<file path="config.mk">
export PLATFORM = sky130hd
export DESIGN_NAME = uart_rom_loader
export DESIGN_NICKNAME = d
export VERILOG_FILES = /design/src/rtl/uart_rom_loader.sv
export SDC_FILE = /design/constraint.sdc
export NUM_CORES = 1
export LEC_CHECK = 0
export CORE_UTILIZATION = 45
export CTS_CLUSTER_DIAMETER = 40
export DETAILED_ROUTE_END_ITERATION = 7
export PLACE_DENSITY_LB_ADDON = 0.08
export SLEW_MARGIN = 20
export SYNTH_ARGS = -nofsm -noshare
export SYNTH_HDL_FRONTEND = slang
export SYNTH_SLANG_ARGS = --single-unit
</file>
<file path="constraint.sdc">
create_clock -name clk -period 6.7 [get_ports clk]
set_input_delay 1.005 -clock clk [delete_from_list [all_inputs] [get_ports clk]]
set_output_delay 1.005 -clock clk [all_outputs]
set_load 0.1 [all_outputs]
</file>
<file path="src/rtl/uart_rom_loader.sv">
// UART boot loader: receives a word count plus 32-bit words over 8N1 serial,
// writes them into the instruction RAM and holds the CPU in reset until done.
module uart_rom_loader #(
  parameter int CLKS_PER_BIT = 434,
  parameter int DEPTH_I      = 8
) (
  input  logic               clk,
  input  logic               reset,
  input  logic               uart_rxd,
  output logic               ram_we,
  output logic [DEPTH_I-1:0] ram_addr,
  output logic [31:0]        ram_data,
  output logic               cpu_reset,
  output logic               load_done,
  output logic               frame_error
);

  localparam int             CW      = $clog2(CLKS_PER_BIT + 1);
  localparam logic [CW-1:0]  HALF_M1 = CW'(CLKS_PER_BIT / 2 - 1);
  localparam logic [CW-1:0]  FULL_M1 = CW'(CLKS_PER_BIT - 1);
  localparam logic [32:0]    CAP     = 33'(1) << DEPTH_I;

  typedef enum logic [1:0] {R_IDLE, R_START, R_DATA, R_STOP} rx_st_e;
  typedef enum logic [1:0] {L_HDR, L_DATA, L_DONE} ld_st_e;

  logic          rx_meta_q, rx_sync_q, rx_prev_q;
  rx_st_e        rx_st_q;
  logic [CW-1:0] cnt_q;
  logic [2:0]    bit_q;
  logic [7:0]    sh_q;
  logic [7:0]    rx_byte_q;
  logic          byte_vld_q, ferr_pls_q;

  ld_st_e        ld_st_q;
  logic [1:0]    idx_q;
  logic [31:0]   word_q, word_d;
  logic [31:0]   n_q, wcnt_q;
  logic          ram_we_q, cpu_reset_q, load_done_q, frame_error_q;
  logic [DEPTH_I-1:0] ram_addr_q;
  logic [31:0]   ram_data_q;

  // Bytes arrive LSB first, so shifting right leaves byte k at [8k+7:8k].
  assign word_d = {rx_byte_q, word_q[31:8]};

  always_ff @(posedge clk) begin
    if (reset) begin
      rx_meta_q <= 1'b1;
      rx_sync_q <= 1'b1;
      rx_prev_q <= 1'b1;
    end else begin
      rx_meta_q <= uart_rxd;
      rx_sync_q <= rx_meta_q;
      rx_prev_q <= rx_sync_q;
    end
  end

  always_ff @(posedge clk) begin
    if (reset) begin
      rx_st_q    <= R_IDLE;
      cnt_q      <= '0;
      bit_q      <= '0;
      sh_q       <= '0;
      rx_byte_q  <= '0;
      byte_vld_q <= 1'b0;
      ferr_pls_q <= 1'b0;
    end else begin
      byte_vld_q <= 1'b0;
      ferr_pls_q <= 1'b0;
      case (rx_st_q)
        R_IDLE: begin
          if (rx_prev_q && !rx_sync_q) begin
            rx_st_q <= R_START;
            cnt_q   <= '0;
            bit_q   <= '0;
          end
        end
        R_START: begin
          if (cnt_q == HALF_M1) begin
            cnt_q   <= '0;
            rx_st_q <= rx_sync_q ? R_IDLE : R_DATA;
          end else begin
            cnt_q <= cnt_q + CW'(1);
          end
        end
        R_DATA: begin
          if (cnt_q == FULL_M1) begin
            cnt_q <= '0;
            sh_q  <= {rx_sync_q, sh_q[7:1]};
            bit_q <= bit_q + 3'd1;
            if (bit_q == 3'd7) rx_st_q <= R_STOP;
          end else begin
            cnt_q <= cnt_q + CW'(1);
          end
        end
        R_STOP: begin
          if (cnt_q == FULL_M1) begin
            cnt_q   <= '0;
            rx_st_q <= R_IDLE;
            if (rx_sync_q) begin
              byte_vld_q <= 1'b1;
              rx_byte_q  <= sh_q;
            end else begin
              ferr_pls_q <= 1'b1;
            end
          end else begin
            cnt_q <= cnt_q + CW'(1);
          end
        end
        default: rx_st_q <= R_IDLE;
      endcase
    end
  end

  always_ff @(posedge clk) begin
    if (reset) begin
      ld_st_q       <= L_HDR;
      idx_q         <= '0;
      word_q        <= '0;
      n_q           <= '0;
      wcnt_q        <= '0;
      ram_we_q      <= 1'b0;
      ram_addr_q    <= '0;
      ram_data_q    <= '0;
      cpu_reset_q   <= 1'b1;
      load_done_q   <= 1'b0;
      frame_error_q <= 1'b0;
    end else begin
      ram_we_q <= 1'b0;
      if (ferr_pls_q) frame_error_q <= 1'b1;
      case (ld_st_q)
        L_HDR, L_DATA: begin
          if (ferr_pls_q) begin
            ld_st_q <= L_HDR;
            idx_q   <= '0;
            wcnt_q  <= '0;
          end else if (byte_vld_q) begin
            word_q <= word_d;
            idx_q  <= idx_q + 2'd1;
            if (idx_q == 2'd3) begin
              if (ld_st_q == L_HDR) begin
                n_q     <= word_d;
                wcnt_q  <= '0;
                ld_st_q <= (word_d == 32'd0) ? L_DONE : L_DATA;
              end else begin
                // Words beyond RAM capacity are consumed but never written.
                if ({1'b0, wcnt_q} < CAP) begin
                  ram_we_q   <= 1'b1;
                  ram_addr_q <= wcnt_q[DEPTH_I-1:0];
                  ram_data_q <= word_d;
                end
                wcnt_q <= wcnt_q + 32'd1;
                if (wcnt_q + 32'd1 == n_q) ld_st_q <= L_DONE;
              end
            end
          end
        end
        L_DONE: begin
          load_done_q <= 1'b1;
          cpu_reset_q <= 1'b0;
        end
        default: ld_st_q <= L_HDR;
      endcase
    end
  end

  assign ram_we      = ram_we_q;
  assign ram_addr    = ram_addr_q;
  assign ram_data    = ram_data_q;
  assign cpu_reset   = cpu_reset_q;
  assign load_done   = load_done_q;
  assign frame_error = frame_error_q;

endmodule

</file>
Yosys cells after proc, flatten, opt, wreduce, memory -nomap -nowiden:

Index checks and enable logic that the tools add are counted.

* add/subtract/negate cells: 4
* multiplexer cells: 30
* bitwise logic cells: 8
* $lt $le $gt $ge: 1
* eq/ne operators: 18
* reductions and logical operators: 22

Operators with widths (count)
* 2-to-1 mux 32 bit: 4
* adder 32 x 1 -> 32 bit, second input constant: 1
* == test 32 bit: 1
* zero test 32 bit: 1
* less-than comparator 32 x 9 -> 1 bit, second input constant: 1
* 2-to-1 mux 2 bit: 14
* 2-to-1 mux 9 bit: 3
* one-hot mux 9 bit (3 select lines): 1
* AND reduction 3 bit: 4
* inequality test 2 bit, second input constant: 5
* AND reduction 5 bit: 2
* adder 9 x 1 -> 9 bit, second input constant: 1
* == test 9 x 8 -> 1 bit, second input constant: 1
* == test 9 bit, second input constant: 1
* == test 2 bit, second input constant: 4
* NOT 1 bit: 8
* one-hot mux 2 bit (4 select lines): 1
* 2-to-1 mux 3 bit: 2
* inequality test 3 bit, second input constant: 2
* one-hot mux 3 bit (2 select lines): 1
* AND reduction 6 bit: 1
* nonzero test 2 bit: 3
* OR reduction 6 bit: 1
* == test 2 x 1 -> 1 bit, second input constant: 2
* other kinds (13): 18

* logic and storage cells: 104
* register bits after elaboration: 179
* output and inout bits: 44
* bits of input ports: 3

Logic depth before layout (Yosys ltp):

Gate-level depths: netlist of the first run.

* word-level depth: 8
* gate-level depth with buffers: 10

Worst setup path before layout of the first run:

Ideal clock, no wire load.

* kind: register -> register
* start point: register wcnt_q[0]
* end point: register ld_st_q[0]
* path slack: 4.154 ns
* cell stages (with the launch flop): 9
* clock period less this slack: 2.546 ns
* data required time: 6.567 ns
* data arrival time: 2.412 ns
* path buffers: 0
* library setup time: 0.133 ns
* cell sequence: dfxtp_1 -> ha_1 -> nand3_1 -> or4_1 -> nor3_1 -> xnor2_1 -> nand3_1 -> nor4_2 -> o32ai_1

* word-level cells in the longest chain between the ends: 4

RTL lines
* start, declared: RTL line 37 `logic [31:0] n_q, wcnt_q;`
* start signal, assigned: RTL line 151 `wcnt_q <= wcnt_q + 32'd1;`
* adder 32 x 1 -> 32 bit: RTL line 152 `if (wcnt_q + 32'd1 == n_q) ld_st_q <= L_DONE;`
* == test 32 bit: RTL line 152
* inequality test 4 bit (no line)
* AND reduction 4 bit (no line)
* end signal, assigned: RTL line 143 `ld_st_q <= (word_d == 32'd0) ? L_DONE : L_DATA;`
* end, declared: RTL line 34 `ld_st_e ld_st_q;`

Every way passes these cells.
A chain may end at the register's enable or synchronous reset.

Final worst setup path of the first run:

Same ends and word-level chain as after synthesis.

==> results of run 1 <==
-- power by group --
part	internal, mW	switching, mW	total (mW)	leakage (nW)
Sequential	1.02	0.00330	1.02	1.38
Clock	0.550	0.506	1.06	0.309
Combinational	0.00660	0.0235	0.0301	1.29
Total	1.57	0.533	2.11	2.98
-- area by class of cell --
class / instances / share of cell area [%]
multi-input combinational: 729 / 45.7
sequential: 171 / 38.1
timing repair buffer: 53 / 5.68
clock buffer: 17 / 4.73
tap: 220 / 3.06
clock inverter: 15 / 2.37
inverter: 8 / 0.334
-- flip-flops by register name, indices dropped and copies added, names as in the netlist, named ones only --
name	cells
sh_q	8
ld_st_q	2
rx_st_q	1
ram_addr	8
n_q	32
rx_byte_q	8
ferr_pls_q	1
rx_meta_q	1
rx_prev_q	1
ram_data	32
frame_error	1
bit_q	3
ram_we	1
word_q	24
cnt_q	9
rx_sync_q	1
wcnt_q	32
idx_q	2
cpu_reset	1
load_done	1
byte_vld_q	1
-- worst reg2reg max path: stages, from the launching register on --
cell	delay (ns)
dfxtp_1	0.46
ha_1	0.28
nand3_1	0.33
or4_1	0.67
nor3_1	0.40
xnor2_1	0.17
nand3_1	0.14
nor4_2	0.39
o32ai_1	0.15
-- kinds of logic after synthesis --
logic type	Yosys count	share of synthesized area, %
AO/OA/AOI/OAI	177	12.7
XOR/XNOR	47	5.25
adder cells (fa/ha/maj)	7	1.12
buffers and inverters	76	4.12
flip-flops	171	43.6
multiplexers	53	6.78
AND/OR/NAND/NOR	445	26.4
-- stage by stage --
| step | instances | cell area, um^2 |
|---|---|---|
| 2_1_floorplan | 976 | 7840 |
| 3_3_place_gp | 1181 | 8340 |
| 3_5_place_dp | 1181 | 8340 |
| 4_1_cts | 1213 | 8980 |
| 5_1_grt | 1213 | 8980 |
| 6_report | 1213 | 8980 |
-- worst paths after layout --
| kind | from | end | slack, ns |
|---|---|---|---|
| worst min register to register | rx_meta_q | rx_sync_q | 0.43 |
| worst min-delay path | rx_meta_q | rx_sync_q | 0.43 |
| worst max-delay path | wcnt_q[0] | ld_st_q[0] | 3.58 |
| worst max register to register | wcnt_q[0] | ld_st_q[0] | 3.58 |
-- metal layers --
| layer | share of wire (%) | track usage [%] | vias to the layer above |
|---|---|---|---|
| li1 | - | - | 3379 |
| met1 | 49 | 34.3 | 3229 |
| met2 | 44 | 36.4 | 161 |
| met3 | 4.5 | 3.85 | 31 |
| met4 | 2.1 | 9.49 | 0 |
| met5 | 0 | 0 | - |
-- cells in the final DEF (no fill, tap or decap), drive strengths merged, types with 7 or more instances in the layout --
| cell | Yosys | final |
|---|---|---|
| clkbuf | 49 | 17 |
| buf | 19 | 8 |
| ha | 7 | 7 |
| a21oi | 110 | 110 |
| xnor2 | 28 | 28 |
| mux2i | 52 | 52 |
| and3 | 10 | 10 |
| nand4 | 21 | 21 |
| nand3 | 14 | 14 |
| nor2 | 121 | 121 |
| clkdlybuf4s50 | 0 | 45 |
| nand2 | 178 | 178 |
| nand2b | 9 | 9 |
| or2 | 7 | 7 |
| nor4 | 30 | 30 |
| xor2 | 19 | 19 |
| a311oi | 8 | 8 |
| inv | 8 | 16 |
| nor3 | 24 | 24 |
| dfxtp | 171 | 171 |
| o21ai | 29 | 29 |
==> qor.txt, run 1 <==
PnR worst setup slack = 3.58 ns
Total iterations of the first detailed-routing run = 8
Top cells by area, synth = dfxtp_1, nand2_1, a21oi_1
Worst min-delay path class = reg -> reg
Post-Synthesis Cells = 976
Most used cell along the critical path = nand3_1
GRT overflow = 0
WHS Path Cells = 1
Post-Place Setup Slack = 3.64 ns
# DRC = 0
Share of layout cells above drive strength 1 = 5.94%
Sequential Area = 3420 um^2
Count of buffers from port buffering = 46
Syn nets = 986
Distinct cells, synth = 54
Post-cts hold buffer count = 0
CP cell instances = ha_1 -> nand3_1 -> or4_1 -> nor3_1 -> xnor2_1 -> nand3_1 -> nor4_2 -> o32ai_1
Seq/Total Area, Yosys = 43.6%
Placeable Area = 16,800 um^2
Vias = 6,800
Clock Path Buffers = 2
Core Rows = 47
Synth top area share = 43.6%
Multi-input gate area = 4110 um^2
DRT iter0 DRCs = 522
Leakage power = 2.98 nW
Chip width = 134 um
Initial core utilization = 46.6%
Final setup vio count = 0
Number of antenna violations at the first check in global routing = 0
Critical path class = reg -> reg
Later-pin clock latency in the skew report = 0.44 ns
CP Buf/Inv Count = 0
Count leader, synth = nand2_1
Die ar. = 18,000 um^2
Minimum clock period = 3.12 ns
Worst Reg-to-Reg Cells = 8
Period utilization = 46.6%
Final Max Slew Viols = 0
CTS buffer count = 17
RSZ-0062 raised after global routing = false
Antenna Violating Nets Remaining = 0
Avg Inst Size Synth = 8.04 um^2
Crit-path slowest cell = or4_1
Total track usage = 24.1%
Main synth FF type = dfxtp_1
Max-slew headroom = 31.6%
Post-CTS setup buffers = 0
Setup tns final = 0 ns
Area grow syn2layout = 14.5%
TritonCTS clock tree = done
Crit-path max FO = 9
Clock-pin slew of the registers on the worst-case setup and hold paths = 0.08 ns
Post-Route Utilization = 53.4%
GPL Wtd Cong = 0.864
Nets = 990
Ant diodes = 0
Root Buffer = clkbuf_16
Synth warn = 0
Pwr Density = 235 nW/um^2
IO Pins = 47
First-pass GRT wire length = 34.0 mm
Fmax = 320 MHz
Post-synth EDFFs = 0
Worst path depth = 8
Peak supply drop = 175 uV
Crit-path leading delay family = simple AND/OR/NAND/NOR gates
Number of global-route vias before repair = 6,251
Htree depth = 4
Fill cell count = 1,642
Largest area contributor in the netlist = dfxtp_1
TritonCTS Sinks = 171
Count of cells resized by post-cts repair = 0
Yosys reg bits = 171
Commonest cells in the netlist = nand2_1, dfxtp_1, nor2_1, a21oi_1, mux2i_1
Total power = 2.11 mW
WL final = 21.0 mm
Synth async-reset ratio = 0%
Worst hold slack = 0.426 ns
Max-Cap Viols = 0
Chip Height = 134 um
Worst EP arrival = 3.42 ns
Setup Skew = 0.0146 ns
Vias per cell = 5.61
Final Hold Fails = 0
Mapped Area = 7840 um^2
DR WL/cell = 17.3 um
Max incr delay on CP = 0.67 ns
Critical Path Sink Type = flop
Post-DP HPWL = 14.1 mm
Startpoint Class = flop
Status = finished, final reports clean
Slew at the pin closest to its max-slew limit = 1.03 ns
Pin count of the biggest net entering global routing = 99
Critical Path RT = 7.00 ns
Power figures use the tool's default switching activity.
==> run 2: changes to the inputs <==
==> constraint.sdc (replaced) <==
create_clock -name clk -period 2.73 [get_ports clk]
set_input_delay 0.4095 -clock clk [delete_from_list [all_inputs] [get_ports clk]]
set_output_delay 0.4095 -clock clk [all_outputs]
set_load 0.1 [all_outputs]
==> qor.txt, run 2 (same netlist as run 1, synthesis figures left out) <==
Chip width = 134 um
Placed Cells = 1,228
DR WL/cell = 17.0 um
Total iterations of the first detailed-routing run = 5
Critical Path Sink Type = flop
Post-DP HPWL = 14.9 mm
Most common cell after layout, fill and taps aside = nand2_1
Antenna Violating Nets Remaining = 0
Worst min-delay path class = reg -> reg
Flop-to-flop setup slack = 0.1 ns
WL final = 21.5 mm
Start of the worst register-to-register path = wcnt_q[12]
Worst setup startpoint = wcnt_q[12]
Max-Cap Viols = 0
Die ar. = 18,000 um^2
Worst reg2reg endpoint = ld_st_q[0]
Htree depth = 4
TritonCTS Sinks = 171
Minimum clock period = 2.63 ns
Status = finished, final reports clean
CTS buffer count = 17
Worst path depth = 10
DRT iter0 DRCs = 441
Critical path class = reg -> reg
Worst Reg-to-Reg Cells = 10
Met1 usage = 34.6%
Chip Height = 134 um
Leakage power = 3.35 nW
Fraction of power spent switching nets = 24.6%
Slew at the pin closest to its max-slew limit = 0.838 ns
Clock share of power = 49.4%
Clock-pin slew of the registers on the worst-case setup and hold paths = 0.08 ns
Period utilization = 96.4%
Final Hold Fails = 0
Vias per cell = 5.51
Root Buffer = clkbuf_16
Setup Skew = 0.0155 ns
Pin count of the biggest net entering global routing = 65
Crit-path leading delay family = simple AND/OR/NAND/NOR gates
Number of global-route vias before repair = 6,460
Met2 track demand over resource = 38.4%
Top Usage Layer GRT = met2
Most frequent cells in the layout = nand2_1, dfxtp_1, nor2_1
Sw power = 1.26 mW
IO Pins = 47
Max incr delay on CP = 0.49 ns
Ant diodes = 0
Int Pwr = 3.85 mW
Clock Path Buffers = 2
CP cell instances = nand4_1 -> nor4_1 -> buf_4 -> nand2_1 -> mux2i_1 -> nor4_2 -> nand4_1 -> nor4_2 -> buf_4 -> o32ai_1
Total track usage = 24.6%
Post-cts hold buffer count = 0
Critical Path RT = 3.03 ns
Placeable Area = 16,800 um^2
First-pass GRT wire length = 34.6 mm
Final setup vio count = 0
Core Rows = 47
Later-pin clock latency in the skew report = 0.44 ns
Share of layout cells above drive strength 1 = 15.4%
Crit-path slowest cell = dfxtp_1
Sequential Power Share = 49.1%
GRT overflow = 0
Vias = 6,950
Area grow syn2layout = 18.5%
Crit-path max FO = 8
Pwr Density = 549 nW/um^2
GR Util met3 = 4.38%
Max-slew headroom = 44.0%
Startpoint Class = flop
Fmax = 380 MHz
PnR worst setup slack = 0.0993 ns
TritonCTS clock tree = done
Peak supply drop = 427 uV
Final Max Slew Viols = 0
Count of buffers from port buffering = 46
Nets = 1,038
Post-Place Setup Slack = 0.0220 ns
Worst EP arrival = 2.93 ns
Combinational power share = 1.5%
Endpoint of the worst setup timing path = ld_st_q[0]
Number of antenna violations at the first check in global routing = 0
CP Buf/Inv Count = 2
GPL Wtd Cong = 0.883
# DRC = 0
Initial core utilization = 46.6%
Final non-filler cell total = 1,261
run 2: per-stage QoR:
step | util, % | setup TNS (ns) | instance area, um^2 | hold slack, ns | power, mW
global placement | 51.2 | 0 | 8610 | 0.400 | 2.64
finish | 55.3 | 0 | 9300 | 0.413 | 5.11
global route | 55.3 | -0.0195 | 9300 | 0.432 | 5.25
detailed placement | 51.2 | 0 | 8610 | 0.395 | 2.64
floorplan | - | 0 | 7840 | 0.389 | 2.62
CTS | 55.0 | 0 | 9250 | 0.412 | 5.16
run 2: per-layer routing:
layer / vias up / wire length (um)
li1: 3478 / -
met1: 3249 / 10600
met2: 191 / 9570
met3: 32 / 968
met4: 0 / 347
met5: - / 0
run 2: final cells by class:
type / instances / area [um^2]
fill: 1625 / 7520
multi-input combinational: 729 / 4150
sequential: 171 / 3430
timing repair buffer: 101 / 786
clock buffer: 17 / 425
tap: 220 / 275
clock inverter: 15 / 199
inverter: 8 / 30.0
run 2: worst reg2reg max path, cell delays in order (launching register included):
cell	delay [ns]
dfxtp_1	0.49
nand4_1	0.29
nor4_1	0.34
buf_4	0.18
nand2_1	0.08
mux2i_1	0.15
nor4_2	0.32
nand4_1	0.17
nor4_2	0.23
buf_4	0.18
o32ai_1	0.07
run 2: power groups by stage:
stage	Clock [mW]	Sequential [mW]	Combinational, mW
floorplan	0	2.56	0.0602
global placement	0	2.56	0.0795
detailed placement	0	2.56	0.0792
CTS	2.57	2.50	0.0793
global route	2.66	2.50	0.0872
finish	2.52	2.50	0.0788
run 2: timing repair:
item / in CTS / in global routing
endpoints found under the setup margin: 1 / 2
setup buffers: 0 / 1
endpoints found under the hold margin: 0 / 0
resized for setup: 2 / 11
pin swaps: 0 / 1
run 2: how the worst min path moves through the flow:
| stage | startpoint | to | slack, ns | cells after the start |
|---|---|---|---|---|
| finish | rx_meta_q | rx_sync_q | 0.41 | 1 |
| detailed placement | rx_meta_q | rx_sync_q | 0.40 | 1 |
| global placement | rx_meta_q | rx_sync_q | 0.40 | 1 |
| global route | rx_meta_q | rx_sync_q | 0.43 | 1 |
| floorplan | rx_meta_q | rx_sync_q | 0.39 | 1 |
| CTS | rx_meta_q | rx_sync_q | 0.41 | 1 |
